$ cat src/rtl/alu_stage_pipe_pkg.sv
// Shared opcode and state encodings for the pipelined ALU execute stage,
// plus small opcode-classification helpers.
package alu_stage_pipe_pkg;

    localparam logic [3:0] ALU_ADD  = 4'b0000;
    localparam logic [3:0] ALU_SUB  = 4'b0001;
    localparam logic [3:0] ALU_AND  = 4'b0010;
    localparam logic [3:0] ALU_OR   = 4'b0011;
    localparam logic [3:0] ALU_NOTA = 4'b0100;
    localparam logic [3:0] ALU_NAND = 4'b0101;
    localparam logic [3:0] ALU_NOR  = 4'b0110;
    localparam logic [3:0] ALU_XOR  = 4'b0111;
    localparam logic [3:0] ALU_SRA  = 4'b1000;
    localparam logic [3:0] ALU_SRL  = 4'b1001;
    localparam logic [3:0] ALU_SLL  = 4'b1010;
    localparam logic [3:0] ALU_ROL  = 4'b1100;
    localparam logic [3:0] ALU_ROR  = 4'b1101;

    localparam logic [0:0] ST_IDLE  = 1'b0;
    localparam logic [0:0] ST_SHIFT = 1'b1;

    typedef struct packed {
        logic zero;
        logic ovf;
        logic op_err;
    } alu_flags_t;

    function automatic logic is_shift_op(input logic [3:0] func);
        logic r_s;
        case (func)
            ALU_SRA, ALU_SRL, ALU_SLL, ALU_ROL, ALU_ROR: r_s = 1'b1;
            default:                                     r_s = 1'b0;
        endcase
        return r_s;
    endfunction

    function automatic logic is_illegal_op(input logic [3:0] func);
        logic r_s;
        case (func)
            4'b1011, 4'b1110, 4'b1111: r_s = 1'b1;
            default:                   r_s = 1'b0;
        endcase
        return r_s;
    endfunction

endpackage

$ cat src/rtl/alu_stage_pipe_core.sv
// Combinational ALU datapath: single-cycle ops with overflow/illegal detect,
// and the one-bit shift/rotate step used by the iterative shifter.
module alu_core
    import alu_stage_pipe_pkg::*;
#(
    parameter int WIDTH = 32
) (
    input  logic [WIDTH-1:0] a,
    input  logic [WIDTH-1:0] b,
    input  logic [3:0]       func,
    input  logic [WIDTH-1:0] step_in,
    input  logic [3:0]       step_func,
    output logic [WIDTH-1:0] res,
    output logic             ovf,
    output logic             op_err,
    output logic [WIDTH-1:0] step_out
);

    localparam int MSB = WIDTH - 1;

    logic [WIDTH-1:0] b_neg_s;
    logic [WIDTH-1:0] sum_s;
    logic [WIDTH-1:0] diff_s;

    assign b_neg_s = ~b + {{(WIDTH-1){1'b0}}, 1'b1};
    assign sum_s   = a + b;
    assign diff_s  = a + b_neg_s;
    assign op_err  = is_illegal_op(func);

    // Single-cycle result; shift ops land here only with a zero amount, so they pass A.
    always_comb begin
        res = {WIDTH{1'b0}};
        ovf = 1'b0;
        case (func)
            ALU_ADD: begin
                res = sum_s;
                ovf = (a[MSB] == b[MSB]) && (sum_s[MSB] != a[MSB]);
            end
            ALU_SUB: begin
                res = diff_s;
                ovf = (a[MSB] == b_neg_s[MSB]) && (diff_s[MSB] != a[MSB]);
            end
            ALU_AND:  res = a & b;
            ALU_OR:   res = a | b;
            ALU_NOTA: res = ~a;
            ALU_NAND: res = ~(a & b);
            ALU_NOR:  res = ~(a | b);
            ALU_XOR:  res = a ^ b;
            ALU_SRA, ALU_SRL, ALU_SLL, ALU_ROL, ALU_ROR: res = a;
            default:  res = {WIDTH{1'b0}};
        endcase
    end

    // One-bit step of the latched shift/rotate.
    always_comb begin
        step_out = step_in;
        case (step_func)
            ALU_SRA: step_out = {step_in[MSB], step_in[MSB:1]};
            ALU_SRL: step_out = {1'b0, step_in[MSB:1]};
            ALU_SLL: step_out = {step_in[MSB-1:0], 1'b0};
            ALU_ROL: step_out = {step_in[MSB-1:0], step_in[MSB]};
            ALU_ROR: step_out = {step_in[0], step_in[MSB:1]};
            default: step_out = step_in;
        endcase
    end

endmodule

$ cat src/rtl/alu_stage_pipe.sv
// Registered ALU execute stage with valid/ready handshakes and an iterative
// one-bit-per-cycle shifter for variable-amount shifts and rotates.
module alu_stage_pipe
    import alu_stage_pipe_pkg::*;
#(
    parameter int WIDTH   = 32,
    parameter int SHAMT_W = $clog2(WIDTH)
) (
    input  logic             Clk,
    input  logic             Reset,
    input  logic [WIDTH-1:0] RF_A,
    input  logic [WIDTH-1:0] RF_B,
    input  logic [WIDTH-1:0] Immed,
    input  logic             ALU_Bin_sel,
    input  logic [3:0]       ALU_func,
    input  logic             In_valid,
    output logic             In_ready,
    output logic [WIDTH-1:0] ALU_out,
    output logic             Zero,
    output logic             Ovf,
    output logic             Op_err,
    output logic             Out_valid,
    input  logic             Out_ready,
    output logic             Busy
);

    localparam logic [SHAMT_W-1:0] CNT_ZERO = {SHAMT_W{1'b0}};
    localparam logic [SHAMT_W-1:0] CNT_ONE  = {{(SHAMT_W-1){1'b0}}, 1'b1};

    logic [0:0]         state_r;
    logic [SHAMT_W-1:0] cnt_r;
    logic [WIDTH-1:0]   work_r;
    logic [3:0]         op_r;
    logic [WIDTH-1:0]   alu_out_r;
    alu_flags_t         flags_r;
    logic               out_valid_r;

    logic [WIDTH-1:0]   b_op_s;
    logic [SHAMT_W-1:0] shamt_s;
    logic [WIDTH-1:0]   core_res_s;
    logic [WIDTH-1:0]   step_out_s;
    logic               core_ovf_s;
    logic               core_err_s;
    logic               in_ready_s;
    logic               accept_s;
    logic               start_shift_s;
    logic               finish_s;
    logic               load_s;
    logic [WIDTH-1:0]   load_val_s;
    alu_flags_t         load_flags_s;

    assign b_op_s  = ALU_Bin_sel ? Immed : RF_B;
    assign shamt_s = b_op_s[SHAMT_W-1:0];

    alu_core #(.WIDTH(WIDTH)) u_core (
        .a         (RF_A),
        .b         (b_op_s),
        .func      (ALU_func),
        .step_in   (work_r),
        .step_func (op_r),
        .res       (core_res_s),
        .ovf       (core_ovf_s),
        .op_err    (core_err_s),
        .step_out  (step_out_s)
    );

    // SHIFT entry requires a free output slot, so the final write never overwrites an unread result.
    assign in_ready_s    = (state_r == ST_IDLE) && (!out_valid_r || Out_ready);
    assign accept_s      = In_valid && in_ready_s;
    assign start_shift_s = accept_s && is_shift_op(ALU_func) && (shamt_s != CNT_ZERO);
    assign finish_s      = (state_r == ST_SHIFT) && (cnt_r == CNT_ONE);
    assign load_s        = (accept_s && !start_shift_s) || finish_s;

    // Select what the output register captures: immediate result or last shift step.
    always_comb begin
        load_val_s   = core_res_s;
        load_flags_s = '{zero: 1'b0, ovf: 1'b0, op_err: 1'b0};
        if (finish_s) begin
            load_val_s          = step_out_s;
            load_flags_s.zero   = (step_out_s == {WIDTH{1'b0}});
            load_flags_s.ovf    = 1'b0;
            load_flags_s.op_err = 1'b0;
        end else begin
            load_val_s          = core_res_s;
            load_flags_s.zero   = (core_res_s == {WIDTH{1'b0}});
            load_flags_s.ovf    = core_ovf_s;
            load_flags_s.op_err = core_err_s;
        end
    end

    // Shift FSM: latch operands on entry, step once per cycle until the count runs out.
    always_ff @(posedge Clk or posedge Reset) begin
        if (Reset) begin
            state_r <= ST_IDLE;
            cnt_r   <= CNT_ZERO;
            work_r  <= {WIDTH{1'b0}};
            op_r    <= 4'b0000;
        end else begin
            case (state_r)
                ST_IDLE: begin
                    if (start_shift_s) begin
                        state_r <= ST_SHIFT;
                        cnt_r   <= shamt_s;
                        work_r  <= RF_A;
                        op_r    <= ALU_func;
                    end else begin
                        state_r <= ST_IDLE;
                    end
                end
                ST_SHIFT: begin
                    work_r <= step_out_s;
                    cnt_r  <= cnt_r - CNT_ONE;
                    if (cnt_r == CNT_ONE) begin
                        state_r <= ST_IDLE;
                    end else begin
                        state_r <= ST_SHIFT;
                    end
                end
                default: begin
                    state_r <= ST_IDLE;
                end
            endcase
        end
    end

    // Output register: result and flags load together; held while the consumer stalls.
    always_ff @(posedge Clk or posedge Reset) begin
        if (Reset) begin
            alu_out_r   <= {WIDTH{1'b0}};
            flags_r     <= '{zero: 1'b0, ovf: 1'b0, op_err: 1'b0};
            out_valid_r <= 1'b0;
        end else if (load_s) begin
            alu_out_r   <= load_val_s;
            flags_r     <= load_flags_s;
            out_valid_r <= 1'b1;
        end else if (Out_ready) begin
            out_valid_r <= 1'b0;
        end else begin
            out_valid_r <= out_valid_r;
        end
    end

    assign In_ready  = in_ready_s;
    assign ALU_out   = alu_out_r;
    assign Zero      = flags_r.zero;
    assign Ovf       = flags_r.ovf;
    assign Op_err    = flags_r.op_err;
    assign Out_valid = out_valid_r;
    assign Busy      = (state_r != ST_IDLE);

endmodule
$ cat config.mk
export PLATFORM = sky130hd
export DESIGN_NAME = alu_stage_pipe
export DESIGN_NICKNAME = d
export VERILOG_FILES = /design/src/rtl/alu_stage_pipe_pkg.sv /design/src/rtl/alu_stage_pipe_core.sv /design/src/rtl/alu_stage_pipe.sv
export SDC_FILE = /design/constraint.sdc
export NUM_CORES = 1
export LEC_CHECK = 0
export CORE_ASPECT_RATIO = 1.25
export CORE_UTILIZATION = 63
export DETAILED_ROUTE_END_ITERATION = 10
export HOLD_SLACK_MARGIN = 0.12
export PLACE_DENSITY = 0.93
export SETUP_SLACK_MARGIN = 0.3
export SLEW_MARGIN = 20
export SYNTH_ARGS = -nofsm -noshare
export SYNTH_HDL_FRONTEND = slang
export SYNTH_SLANG_ARGS = --single-unit
$ cat constraint.sdc
create_clock -name Clk -period 5.3 [get_ports Clk]
set_input_delay 1.06 -clock Clk [delete_from_list [all_inputs] [get_ports Clk]]
set_output_delay 1.06 -clock Clk [all_outputs]
set_load 0.01 [all_outputs]
==> results.toml, run 1 <==
[floorplanning]
die_w_um = 123
initial_utilization_pct = 65.2
rows = 54
ios = 143
fp.dieH_um = 153

[synth]
yosys_warnings = 0
synth_nets = 1799
yosysTopAreaCell = "dfrtp_1"
syn_area_mm2 = 0.0115
synth_common_cells = "nand2_1, o21ai_0, a21oi_1, ha_1, nor2_1"
seq_area_frac_synth_pct = 16.9
synth_cells = 1587
synth_top_area_share_pct = 16.9
ys.flop_type = "dfrtp_1"
post-synth-top-count-cell = "nand2_1"
synth_edf_count = 0
syn_area_per_cell_um2 = 7.27
synth_cell_types = 86
async_reset_ff_share_pct = 100
ys_ff_latch = 78
yosys-top-cells-area = "dfrtp_1, ha_1, nand2_1, a22oi_1, o21ai_0"

[run_status]
status = "aborted with a tool error"
firstError = "[ERROR GRT-0232] Routing congestion too high. Check the congestion heatmap in the GUI."
stop_stage = "global routing"

[clocking]
htreeDepth = 3
cts_sinks = 78
cts_inserted_buffers = 9
ctsHoldBuffers = 0
cts_root_buf = "clkbuf_16"
clockBufferDepth = 2

[place]
port_buffers = 142
dp_hpwl_mm = 36.4
placed_area_mm2 = 0.0144
gp_congestion = 1.12

[grt]
grt.total_usage_pct = 71.2
grt_max_degree = 42
grt_overflow = 13

[sta]
worst-ep-kind = "sequential cell input"
crit_endpoint = "Zero$_DFFE_PP0P_/D"
==> per-stage QoR <==
stage,hold WS [ns],setup slack (ns),cells,TNS [ns]
floorplan,0.479,0.209,1587,0
detailed placement,0.475,-0.397,2061,-1.58
CTS,0.493,0.256,2096,0
global placement,0.476,-0.256,2061,-0.430
==> routing by layer <==
metal,GRT usage [%],overflow
met3,54.6,0
met1,73.1,0
met2,87.2,8
met4,69.2,5
met5,17.7,0
==> cell families after synthesis <==
group	share of synthesized area (%)
and+or+nand+nor	21.9
muxes	5.56
buffers and inverters	6.82
adders and majority gates	11.7
DFF	16.9
AOI/OAI and AO/OA	31.7
xor gates and xnor gates	5.38
==> what timing repair did <==
action / 4_1_cts
resized for setup: 60
buffers inserted: 19
setup endpoints to repair: 10
pin swaps: 24
==> run 2: changes to the inputs <==
CORE_ASPECT_RATIO = not set   (was 1.25)
CORE_UTILIZATION = 40   (was 63)
HOLD_SLACK_MARGIN = not set   (was 0.12)
PLACE_DENSITY = not set   (was 0.93)
PLACE_DENSITY_LB_ADDON = 0.15   (was not set)
SETUP_SLACK_MARGIN = not set   (was 0.3)
==> run 2 against run 1 <==
Against the previous run:
- synthesized area stayed put
- the flow now finishes without violations
- synthesized cell count stayed put
==> results.toml, run 2 <==
[run_status]
status = "complete, no violations"

[sta]
post-route-min-period_ns = 5.17
relSlewSlack_pct = 23.5
tightest_slew_ns = 1.15
final.setup.tns_ns = 0
hold_viol = 0
max_freq_ghz = 0.193
rsz0062_at_grt = "yes"
skew_ns = 0.0157
hold_slack_ns = 0.510
setup_violations = 0
slew_violations = 0
fin_crit_sh_pct = 97.5

[route]
via_count = 14100
wl_mm = 50.6
dr.pass1.iters = 7
ant_nets = 0
vias_per_cell = 6.12
drc = 0
drtIter0Drc = 1579
wire_per_inst_um = 21.9

[power]
power_density_mw_per_mm2 = 306
seq_power_share_pct = 22.0
leakagePower_nw = 7.12
combPwrFrac_pct = 63.0
clockPowerShare_pct = 15.0
peakVddDrop_uv = 184
p_int_mw = 2.62
swShare_pct = 45.7
p_sw_mw = 2.20

[floorplanning]
fp.dieH_um = 172
core_mm2 = 0.0281
die_area_mm2 = 0.0295
ios = 143
die_w_um = 172
initial_utilization_pct = 41.1
rows = 61

[critical_path]
critPathMaxFanout = 4
r2r_slack_ns = 2.18
start_kind = "input pin"
crit_top_cell = "buf_4"
cpPeakStageDelay_ns = 0.55
path_cells = "clkdlybuf4s50_1 > nor3b_2 > o21a_1 > buf_4 > buf_4 > buf_4 > buf_4 > ha_1 > ha_1 > o211ai_1 > o21ai_2 > a21boi_0 > o211a_1 > buf_4 > xnor2_1 > a221oi_1 > and2_1 > nand4_1 > o41ai_2"
reg2regPathDepth = 9
cp_slowest_cell = "a221oi_1"
crit_start = "Immed[3]"
reg2reg_from = "op_r[0]"
endpoint_kind = "flip-flop"
crit_type = "in2reg"
cp.arrival_ns = 5.42
r2r-end = "Zero"
cp.required_ns = 5.55

[grt]
grt_overflow = 0
grt.total_usage_pct = 34.3
antenna_found_initial = 0
grt_max_degree = 47
grt_pass1_wl_mm = 76.7
grt_pass1_vias = 13200

[min_path]
worstHoldStart = "ALU_out[24]"
whs_path_depth = 2
hold_path_class = "reg2reg"
min_to = "ALU_out[24]"

[synth]
yosys_warnings = 0
ys_ff_latch = 78
yosys-top-cells-area = "dfrtp_1, ha_1, nand2_1, a22oi_1, o21ai_0"
syn_area_mm2 = 0.0115
synth_common_cells = "nand2_1, o21ai_0, a21oi_1, ha_1, nor2_1"
syn_area_per_cell_um2 = 7.27
synth_nets = 1799
post-synth-top-count-cell = "nand2_1"
synth_top_area_share_pct = 16.9
async_reset_ff_share_pct = 100
synth_cell_types = 86
synth_cells = 1587
synth_edf_count = 0
ys.flop_type = "dfrtp_1"
seq_area_frac_synth_pct = 16.9
yosysTopAreaCell = "dfrtp_1"

[finish]
mostFrequentLayoutCells = "buf_4, nand2_1, clkdlybuf4s50_1"
nets = 2137
diodes = 0
area_growth_pct = 36.7
layout-drive-gt1-share_pct = 20.5
layout_commonest_cell = "buf_4"

[clocking]
cts_inserted_buffers = 9
cts_root_buf = "clkbuf_16"
cts_sinks = 78
cts_tree = "done"
ctsHoldBuffers = 0
htreeDepth = 3
clockBufferDepth = 2
clock_latency_ns = 0.35
clk_pin_slew_ns = 0.07

[place]
gp_congestion = 0.985
port_buffers = 142
dp_hpwl_mm = 40.9

[run]
max_cap_violations = 0
-- run 2: routing by layer --
layer	GRT usage, %	wire, µm	vias up	part of all wire, %
li1	-	-	6564	-
met1	49.5	23100	6776	46
met2	51.8	21500	712	43
met3	6.03	4880	73	9.6
met4	9.31	1150	0	2.3
met5	0	0	-	0
-- run 2: worst max path at each step --
| stage | end | slack (ns) | depth (start not counted) |
|---|---|---|---|
| floorplan | Zero | 0.0002 | 23 |
| detailed placement | Zero | -0.58 | 25 |
| CTS | Zero | 0.02 | 23 |
| global placement | Zero | -0.45 | 21 |
| global route | Zero | -0.04 | 26 |
| finish | Zero | 0.13 | 19 |
-- run 2: worst max-delay path: cells and delay by family --
family                     cells  cell delay (ns)
buffers and inverters          6             1.17
AOI/OAI and AO/OA              7             1.94
adders and majority gates      2             0.62
and+or+nand+nor                3             0.45
xor gates and xnor gates       1             0.17
-- run 2: cells by family (layout without fill, tap and decap cells) --
logic type | count (synthesis) | after routing | share of synthesized area, %
AOI/OAI and AO/OA | 536 | 536 | 31.7
DFF | 78 | 78 | 16.9
muxes | 60 | 60 | 5.56
and+or+nand+nor | 541 | 541 | 21.9
adders and majority gates | 107 | 107 | 11.7
xor gates and xnor gates | 70 | 70 | 5.38
buffers and inverters | 195 | 538 | 6.82
-- run 2: power groups by stage --
| stage | sequential (mW) | combinational (mW) | clock (mW) |
|---|---|---|---|
| final | 1.06 | 3.04 | 0.725 |
| after detailed placement | 1.06 | 2.92 | 0 |
| after global routing | 1.09 | 3.30 | 0.752 |
| after global placement | 1.06 | 2.89 | 0 |
| after CTS | 1.06 | 2.96 | 0.729 |
| after floorplan | 1.07 | 1.69 | 0 |
-- run 2: through the flow --
stage | power [mW] | setup slack (ns) | instances | util (%) | area (µm²)
floorplan | 2.76 | 0.000234 | 1587 | - | 11600
global placement | 3.95 | -0.448 | 2270 | 53.4 | 15000
detailed placement | 3.99 | -0.577 | 2270 | 53.4 | 15000
CTS | 4.74 | 0.0237 | 2301 | 55.3 | 15500
global route | 5.14 | -0.0408 | 2308 | 56.2 | 15800
finish | 4.82 | 0.132 | 2308 | 56.2 | 15800
-- run 2: timing repair --
item | 4_1_cts | 5_1_grt
endpoints found under the setup margin | 5 | 11
gates resized for setup | 29 | 34
pin swaps | 19 | 20
setup buffers | 15 | 7
-- run 2: cell type report --
class                      instances  area, µm²
clock buffer                      11        243
tap                              378        473
clock inverter                     5        104
timing repair buffer             425       3530
multi-input combinational       1314       9100
sequential                        78       1950
inverter                          97        370
fill                            2753      12300
Note: power is estimated with default switching activity, not from simulation.
